File: src/rtl/sonar_pkg.sv
// Shared scale constants, state encoding and distance clamp for both ends of the sonar link.
// Latency: n/a (constants and a pure function only).
// Backpressure: n/a.
package sonar_pkg;

  localparam int DEF_CYCLES_PER_INCH   = 14_700;
  localparam int DEF_TRIG_MIN_CYCLES   = 2_000;
  localparam int DEF_ECHO_DELAY_CYCLES = 25_000;
  localparam int DEF_HOLDOFF_CYCLES    = 1_000_000;
  localparam int DEF_MIN_IN            = 6;
  localparam int DEF_MAX_IN            = 254;
  localparam int DEF_REFRESH_CYCLES    = 4_900_000;

  localparam int DIST_W = 9;

  typedef enum logic [2:0] {
    ST_IDLE    = 3'd0,
    ST_ARMED   = 3'd1,
    ST_DELAY   = 3'd2,
    ST_PULSE   = 3'd3,
    ST_HOLDOFF = 3'd4
  } sonar_state_e;

  // Limit a requested range to what the emulated sensor can report.
  function automatic logic [DIST_W-1:0] clamp_dist(input logic [DIST_W-1:0] d,
                                                   input int lo, input int hi);
    int v;
    v = {{(32-DIST_W){1'b0}}, d};
    if (v < lo) v = lo;
    else if (v > hi) v = hi;
    return v[DIST_W-1:0];
  endfunction

endpackage

File: src/rtl/sonar_inch_ticker.sv
// Prescaler 0..CYCLES_PER_INCH-1; tick is high on the last count of each inch.
// Latency: tick is combinational from the count; clear takes effect next cycle.
// Backpressure: none; counts only while en is high.
module sonar_inch_ticker import sonar_pkg::*; #(
  parameter int CYCLES_PER_INCH = DEF_CYCLES_PER_INCH
) (
  input  logic clk,
  input  logic rst,
  input  logic clr,
  input  logic en,
  output logic tick
);

  localparam int CNT_W = (CYCLES_PER_INCH > 1) ? $clog2(CYCLES_PER_INCH) : 1;
  localparam logic [CNT_W-1:0] CNT_LAST = CNT_W'(CYCLES_PER_INCH - 1);

  logic [CNT_W-1:0] cnt_q, cnt_d;

  assign tick = en && (cnt_q == CNT_LAST);

  // Next count: clear wins, otherwise advance and wrap while enabled.
  always_comb begin
    cnt_d = cnt_q;
    if (clr) cnt_d = '0;
    else if (en) cnt_d = tick ? '0 : cnt_q + CNT_W'(1);
  end

  // Count register.
  always_ff @(posedge clk) begin
    if (rst) cnt_q <= '0;
    else     cnt_q <= cnt_d;
  end

endmodule

File: src/rtl/sonar_emulator.sv
// Ultrasonic rangefinder emulator: qualified trigger -> echo delay -> PWM of dist*CPI clocks.
// Latency: trigger pin fall to PWM rise = 3 + ECHO_DELAY_CYCLES clocks; free-run via SONAR_EMU_FREERUN_EN.
// Backpressure: none; triggers arriving while busy are dropped.
module sonar_emulator import sonar_pkg::*; #(
  parameter int CYCLES_PER_INCH   = DEF_CYCLES_PER_INCH,
  parameter int TRIG_MIN_CYCLES   = DEF_TRIG_MIN_CYCLES,
  parameter int ECHO_DELAY_CYCLES = DEF_ECHO_DELAY_CYCLES,
  parameter int HOLDOFF_CYCLES    = DEF_HOLDOFF_CYCLES,
  parameter int MIN_IN            = DEF_MIN_IN,
  parameter int MAX_IN            = DEF_MAX_IN,
  parameter int REFRESH_CYCLES    = DEF_REFRESH_CYCLES
) (
  input  logic              clk,
  input  logic              rst,
  input  logic              sonar_trigger,
  input  logic [DIST_W-1:0] distance_set,
  output logic              sonar_pwm,
  output logic              busy,
  output logic              pulse_done
);

  localparam int HI_W    = $clog2(TRIG_MIN_CYCLES + 1);
  localparam int TMR_MAX = (ECHO_DELAY_CYCLES > HOLDOFF_CYCLES) ? ECHO_DELAY_CYCLES : HOLDOFF_CYCLES;
  localparam int TMR_W   = $clog2(TMR_MAX + 1);

  localparam logic [HI_W-1:0]  HI_MIN    = HI_W'(TRIG_MIN_CYCLES);
  localparam logic [TMR_W-1:0] ECHO_LAST = TMR_W'(ECHO_DELAY_CYCLES - 1);
  localparam logic [TMR_W-1:0] HOLD_LAST = TMR_W'(HOLDOFF_CYCLES - 1);

  sonar_state_e      state_q, state_d;
  logic              sync1_q, sync1_d;
  logic              trig_s_q, trig_s_d;
  logic              trig_d1_q, trig_d1_d;
  logic [HI_W-1:0]   hi_cnt_q, hi_cnt_d;
  logic [TMR_W-1:0]  tmr_q, tmr_d;
  logic [DIST_W-1:0] inch_q, inch_d;
  logic [DIST_W-1:0] dist_q, dist_d;
  logic              pwm_q, pwm_d;
  logic              busy_q, busy_d;
  logic              done_q, done_d;
  logic              trig_rise, trig_fall;
  logic              inch_tick;
  logic              start_auto;
  logic              arm_rd;

  assign trig_rise = trig_s_q & ~trig_d1_q;
  assign trig_fall = ~trig_s_q & trig_d1_q;

`ifdef SONAR_EMU_FREERUN_EN
  // per_cnt measures time since the trigger went high or since the last PWM rise,
  // so a held trigger paces readings at REFRESH_CYCLES rise-to-rise.
  localparam int PER_W = $clog2(REFRESH_CYCLES + 1);
  localparam logic [PER_W-1:0] PER_MAX = PER_W'(REFRESH_CYCLES);
  localparam logic [PER_W-1:0] AUTO_AT = PER_W'(REFRESH_CYCLES - ECHO_DELAY_CYCLES - 1);

  logic [PER_W-1:0] per_cnt_q, per_cnt_d;

  assign start_auto = ((state_q == ST_IDLE) || (state_q == ST_ARMED)) && trig_s_q &&
                      (per_cnt_q >= AUTO_AT);
`else
  // The refresh period only matters to the free-run build.
  logic unused_refresh;
  assign unused_refresh = (REFRESH_CYCLES != 0);
  assign start_auto     = 1'b0;
`endif

  sonar_inch_ticker #(
    .CYCLES_PER_INCH(CYCLES_PER_INCH)
  ) u_ticker (
    .clk  (clk),
    .rst  (rst),
    .clr  (state_q != ST_PULSE),
    .en   (state_q == ST_PULSE),
    .tick (inch_tick)
  );

  // Next-state logic for trigger qualification, echo delay, pulse timing and hold-off.
  always_comb begin
    state_d   = state_q;
    hi_cnt_d  = hi_cnt_q;
    tmr_d     = tmr_q;
    inch_d    = inch_q;
    dist_d    = dist_q;
    pwm_d     = pwm_q;
    busy_d    = busy_q;
    done_d    = 1'b0;
    arm_rd    = 1'b0;
    sync1_d   = sonar_trigger;
    trig_s_d  = sync1_q;
    trig_d1_d = trig_s_q;
`ifdef SONAR_EMU_FREERUN_EN
    if (!trig_s_q)                per_cnt_d = '0;
    else if (per_cnt_q != PER_MAX) per_cnt_d = per_cnt_q + PER_W'(1);
    else                          per_cnt_d = per_cnt_q;
`endif
    case (state_q)
      ST_IDLE: begin
        hi_cnt_d = '0;
        if (start_auto) begin
          arm_rd = 1'b1;
        end else if (trig_rise) begin
          state_d  = ST_ARMED;
          hi_cnt_d = HI_W'(1);
        end
      end
      ST_ARMED: begin
        if (start_auto) begin
          arm_rd = 1'b1;
        end else if (trig_s_q) begin
          if (hi_cnt_q != HI_MIN) hi_cnt_d = hi_cnt_q + HI_W'(1);
        end else if (trig_fall && (hi_cnt_q >= HI_MIN)) begin
          arm_rd = 1'b1;
        end else begin
          state_d = ST_IDLE;
        end
      end
      ST_DELAY: begin
        if (tmr_q == ECHO_LAST) begin
          state_d = ST_PULSE;
          pwm_d   = 1'b1;
          inch_d  = '0;
          tmr_d   = '0;
`ifdef SONAR_EMU_FREERUN_EN
          per_cnt_d = '0;
`endif
        end else begin
          tmr_d = tmr_q + TMR_W'(1);
        end
      end
      ST_PULSE: begin
        if (inch_tick) begin
          if (inch_q == dist_q - DIST_W'(1)) begin
            state_d = ST_HOLDOFF;
            pwm_d   = 1'b0;
            done_d  = 1'b1;
            tmr_d   = '0;
          end else begin
            inch_d = inch_q + DIST_W'(1);
          end
        end
      end
      ST_HOLDOFF: begin
        if (tmr_q == HOLD_LAST) begin
          state_d = ST_IDLE;
          busy_d  = 1'b0;
          tmr_d   = '0;
        end else begin
          tmr_d = tmr_q + TMR_W'(1);
        end
      end
      default: begin
        state_d = ST_IDLE;
        pwm_d   = 1'b0;
        busy_d  = 1'b0;
      end
    endcase
    // Starting a reading samples the requested range exactly once.
    if (arm_rd) begin
      state_d  = ST_DELAY;
      dist_d   = clamp_dist(distance_set, MIN_IN, MAX_IN);
      tmr_d    = '0;
      busy_d   = 1'b1;
      hi_cnt_d = '0;
    end
  end

  // State, synchroniser and registered-output flops; reset kills any pulse in flight.
  always_ff @(posedge clk) begin
    if (rst) begin
      state_q   <= ST_IDLE;
      sync1_q   <= 1'b0;
      trig_s_q  <= 1'b0;
      trig_d1_q <= 1'b0;
      hi_cnt_q  <= '0;
      tmr_q     <= '0;
      inch_q    <= '0;
      dist_q    <= '0;
      pwm_q     <= 1'b0;
      busy_q    <= 1'b0;
      done_q    <= 1'b0;
`ifdef SONAR_EMU_FREERUN_EN
      per_cnt_q <= '0;
`endif
    end else begin
      state_q   <= state_d;
      sync1_q   <= sync1_d;
      trig_s_q  <= trig_s_d;
      trig_d1_q <= trig_d1_d;
      hi_cnt_q  <= hi_cnt_d;
      tmr_q     <= tmr_d;
      inch_q    <= inch_d;
      dist_q    <= dist_d;
      pwm_q     <= pwm_d;
      busy_q    <= busy_d;
      done_q    <= done_d;
`ifdef SONAR_EMU_FREERUN_EN
      per_cnt_q <= per_cnt_d;
`endif
    end
  end

  assign sonar_pwm  = pwm_q;
  assign busy       = busy_q;
  assign pulse_done = done_q;

endmodule

File: config.mk
export PLATFORM = sky130hd
export DESIGN_NAME = sonar_emulator
export DESIGN_NICKNAME = d
export VERILOG_FILES = /design/src/rtl/sonar_pkg.sv /design/src/rtl/sonar_inch_ticker.sv /design/src/rtl/sonar_emulator.sv
export SDC_FILE = /design/constraint.sdc
export NUM_CORES = 1
export LEC_CHECK = 0
export BUFFER_PORTS_ARGS = -buffer_cell sky130_fd_sc_hd__buf_4
export CAP_MARGIN = 20
export CORE_ASPECT_RATIO = 1.25
export CORE_MARGIN = 4
export CORE_UTILIZATION = 23
export DETAILED_ROUTE_END_ITERATION = 8
export HOLD_SLACK_MARGIN = 0.08
export PLACE_DENSITY = 0.4
export SETUP_SLACK_MARGIN = 0.5
export SYNTH_ARGS = -nofsm -noshare
export SYNTH_HDL_FRONTEND = slang
export SYNTH_SLANG_ARGS = --single-unit
File: constraint.sdc
create_clock -name clk -period 3.5 [get_ports clk]
set_input_delay 0.525 -clock clk [delete_from_list [all_inputs] [get_ports clk]]
set_output_delay 0.525 -clock clk [all_outputs]
set_load 0.02 [all_outputs]
After elaboration in Yosys (flattened, before gate mapping)
Index checks and enable logic that the tools add are counted.

Add/subtract/negate cells: 5. Bitwise operators: 7. Multiplexer cells: 36. Reductions and logical operators: 18. Equality and inequality tests: 28. $lt $le $gt $ge: 3.

Operator list (count): 2-to-1 mux 20 bit (4); case mux 20 bit (3 select lines) (1); 2-to-1 mux 9 bit (5); 2-to-1 mux 11 bit (2); case mux 11 bit (2 select lines) (1); 2-to-1 mux 3 bit (7); != test 3 bit (second input constant) (7); adder 20 x 1 -> 20 bit (second input constant) (1); equality test 20 x 15 -> 1 bit (second input constant) (1); equality test 20 bit (second input constant) (1); != test 2 bit (second input constant) (10); case mux 9 bit (2 select lines) (1); case mux 3 bit (5 select lines) (1); adder 14 x 1 -> 14 bit (second input constant) (1); equality test 14 bit (second input constant) (1); 2-to-1 mux 14 bit (1); AND reduction 7 bit (2); adder 11 x 1 -> 11 bit (second input constant) (1); >= comparator 11 bit (second input constant) (1); != test 11 bit (second input constant) (1); 2-to-1 mux 1 bit (10); adder 9 x 1 -> 9 bit (second input constant) (1); equality test 9 bit (1); > comparator 9 x 8 -> 1 bit (second input constant) (1); 22 further kinds (34).

Logic and storage cells: 110. Output and inout port bits: 3. Register bits: 72.

Longest topological paths before layout
Depth after elaboration: 8. Gate-level depth with buffers: 11.

By module
From an unflattened synthesis, not the netlist that was laid out.

Cells, all modules: 479. Area, all modules: 3882.5 um2.

Modules (own cells, without submodules): sonar_emulator (seq. area each 1161.1 um2, area each 3199.3 um2, cells each 401, instances 1); sonar_inch_ticker (seq. area each 280.3 um2, area each 683.2 um2, cells each 78, instances 1).

Least setup slack after synthesis
No wires, ideal clock.

Kind: register to register. From: reg dist_q[0]. To: reg tmr_q[9]. Library setup time: 129 ps. Cell stages (with the launch flop): 12. Period minus slack after synthesis: 2356 ps. Data arrival time: 2227 ps. Path slack: 1144 ps. Path through: dfxtp_1 inv_1 ha_1 clkbuf_1 o21ba_1 a221oi_1 a41o_1 o2111ai_1 or2_1 o21ai_4 buf_6 a31oi_1.

Longest elaborated chain between the ends: 4.

Ends and longest elaborated chain: start, declared (line sonar_emulator.sv:37) `logic [DIST_W-1:0] dist_q, dist_d;`; start signal, assigned (line sonar_emulator.sv:192) `dist_q <= dist_d;`; subtractor 9 x 1 -> 9 bit (line sonar_emulator.sv:132) `if (inch_q == dist_q - DIST_W'(1)) begin`; equality test 9 bit (line sonar_emulator.sv:132); != test 2 bit (no line); AND reduction 3 bit (no line); end signal, assigned (line sonar_emulator.sv:190) `tmr_q <= tmr_d;`; end, declared (line sonar_emulator.sv:35) `logic [TMR_W-1:0] tmr_q, tmr_d;`.

No other way between the ends. A chain may end at the register's enable or synchronous reset.

Worst setup path after layout
From: reg dist_q[0]. To: reg tmr_q[11].

Same word-level chain as after synthesis.

==> metrics.txt <==
Die Y 155 um; Total Power 1790 uW; Yosys warning count 0; RSZ-0062 raised after global routing no; grt ovf 0; crit share post-route 0.779; Clock Tree Buf Depth 2; Initial Utilization 0.235; Worst EP required 3.68 ns; crit path DAT 2.91 ns; worst hold slack 0.419 ns; CTS tree yes; final setup violation count 0; setup bufs post-CTS 0; TNS Setup 0 ns; Reg-to-Reg Start dist_q[0]; ranking of synthesized cells by area dfxtp_1 (36%), nor2_1 (5.8%), nand2_1 (4.9%); slew margin rel. 0.571; clock transition at the registers of the reported paths 0.06 ns; worst setup path startpoint dist_q[0]; Unique masters post-synth 69; Startpoint Class register; largest net degree at the start of global routing 28; worst vdd ir 191 uV; syn nets 517; worst min-delay path class in2reg; fraction of registers with async set/reset 0; Max Cap Violations 0; Final nets 529; power per cell area 390 nW/um2; Avg WL per Cell 14.2 um; Area Growth Syn to Fin 15.7%; register area share after synthesis 0.364; via count 3656; gr usage total 0.109; Post-synth EDFFs 0; Crit Path Class reg2reg; Hold Crit Start sonar_trigger; routed wire length 10.4 mm; cell taking the most area after synthesis dfxtp_1; area of the die 19400 um2; Routed Antenna Nets 0; initial antenna violation count 0; DR DRC count 0; vias in the first global route 3565; clock buffer count from CTS 9; Clk Tree Root Cell clkbuf_16; Leak 0.00156 uW; initial DRC count 232; final weighted congestion in routability-driven placement 0.778; Hold Crit Depth 2; clk sinks 72; Syn Area/Cell 7.94 um2; R2R depth 9; worst skew pair latency 0.33 ns; Clock Skew 0.00612 ns; hold buffers post-CTS 0; Least-Margin Pin Slew 0.643 ns; status finished, final reports clean; kind of end point of the critical path register; first-pass GRT wire length 17.6 mm; CTS H-Tree Depth 3; io pins 15; mapped cell area 3960 um2; Slew Viols, Final 0; CP Max Fanout 19; TritonRoute pass-1 iters 4; vias per inst 4.97; CORE AREA 16800 um2; Synth top area share 0.364; post-CTS sizing 0; Min Clock Period, post-route 2.73 ns; FP Rows 53; fraction of layout cells with a size suffix above 1 0.114; Post-DP HPWL 7.57 mm; PortBufs 14; diode count 0; Synth Instances 499; final hold vios 0; Synth Register Bits 72; ys flop type dfxtp_1; die width 125 um; Fmax 367 MHz
==> final cells by class <==
| class | count | area (um2) |
|---|---|---|
| fill | 1835 | 12300 |
| multi-input combinational | 389 | 2360 |
| sequential | 72 | 1440 |
| tap | 220 | 275 |
| clock buffer | 11 | 243 |
| timing repair buffer | 23 | 173 |
| inverter | 16 | 60.1 |
| clock inverter | 5 | 32.5 |
==> logic make-up after synthesis <==
kind of cell | count (synthesis) | synth area share
AOI/OAI and AO/OA | 112 | 0.189
xor gates and xnor gates | 27 | 0.0597
adders and majority gates | 6 | 0.0189
buffers and inverters | 38 | 0.0410
DFF | 72 | 0.364
muxes | 2 | 0.00505
and+or+nand+nor | 242 | 0.323
==> stage by stage <==
| step | cell area [um2] | worst slack [ns] | util | std cells |
|---|---|---|---|---|
| finish | 4580 | 0.775 | 0.272 | 736 |
| detailed placement | 4310 | 0.799 | 0.256 | 720 |
| global placement | 4310 | 0.861 | 0.256 | 720 |
| global route | 4580 | 0.519 | 0.272 | 736 |
| CTS | 4580 | 0.784 | 0.272 | 736 |
| floorplan | 3960 | 1.14 | - | 499 |
==> worst max-delay path, stage by stage, from the launching register on <==
cell	delay (ns)
dfxtp_1	0.42
inv_1	0.07
ha_1	0.29
o21ba_1	0.20
a221oi_1	0.30
a41o_1	0.18
o2111ai_1	0.14
or2_1	0.29
o21ai_4	0.50
a311oi_1	0.18
==> path summary, 6_finish.rpt <==
| kind | to | slack (ns) |
|---|---|---|
| setup reg to reg | tmr_q[11] | 0.77 |
| setup / recovery | tmr_q[11] | 0.77 |
| hold / removal | sync1_q | 0.42 |
| hold reg to reg | trig_d1_d | 0.44 |
==> flip-flops by register name, summed over array words and instances, names as in the netlist <==
signal / count
u_ticker.cnt_q: 14
sonar_pwm: 1
sync1_q: 1
tmr_q: 20
inch_q: 9
trig_d1_q: 1
hi_cnt_q: 11
state_q: 3
dist_q: 9
pulse_done: 1
trig_d1_d: 1
busy: 1
==> metal layers <==
layer | vias to the layer above | GRT usage | routed length [um]
met5 | - | 0 | 0
met4 | 0 | 0.0553 | 265
met3 | 21 | 0.0180 | 278
met2 | 58 | 0.193 | 5240
met1 | 1743 | 0.127 | 4640
li1 | 1834 | - | -
==> cells in the mapped netlist (12+ instances only) <==
library cell / instances
nand2_1: 52
o21ai_0: 28
or3_1: 12
xnor2_1: 13
a31oi_1: 23
nand3_1: 24
a21oi_1: 20
clkbuf_1: 15
xor2_1: 14
inv_1: 16
nor2_1: 61
dfxtp_1: 72
nor3_1: 20
==> power by group <==
part	internal (uW)	switching, uW
clock	498	359
sequential	828	8.45
combinational	36.3	58.5
total	1360	426
==> cell usage in the layout, fill, tap and decap left out, drive strengths merged, types with 3 or more instances in the layout <==
cell type | netlist | final
or3 | 12 | 12
buf | 7 | 23
or2 | 8 | 8
nand2b | 5 | 5
a31oi | 23 | 23
xor2 | 14 | 14
or4 | 4 | 4
and3 | 6 | 6
xnor2 | 13 | 13
nand4 | 12 | 12
nand3 | 24 | 24
nor2b | 9 | 9
o31ai | 6 | 6
nor3 | 22 | 22
inv | 16 | 16
o211ai | 4 | 4
and2 | 4 | 4
ha | 6 | 6
o21ai | 31 | 31
nor4 | 6 | 6
clkbuf | 15 | 11
nor2 | 62 | 62
dfxtp | 72 | 72
a21oi | 20 | 20
nand2 | 52 | 52
a211oi | 5 | 5
clkinv | 0 | 5
a311oi | 3 | 3
Note: power is estimated with default switching activity, not from simulation.
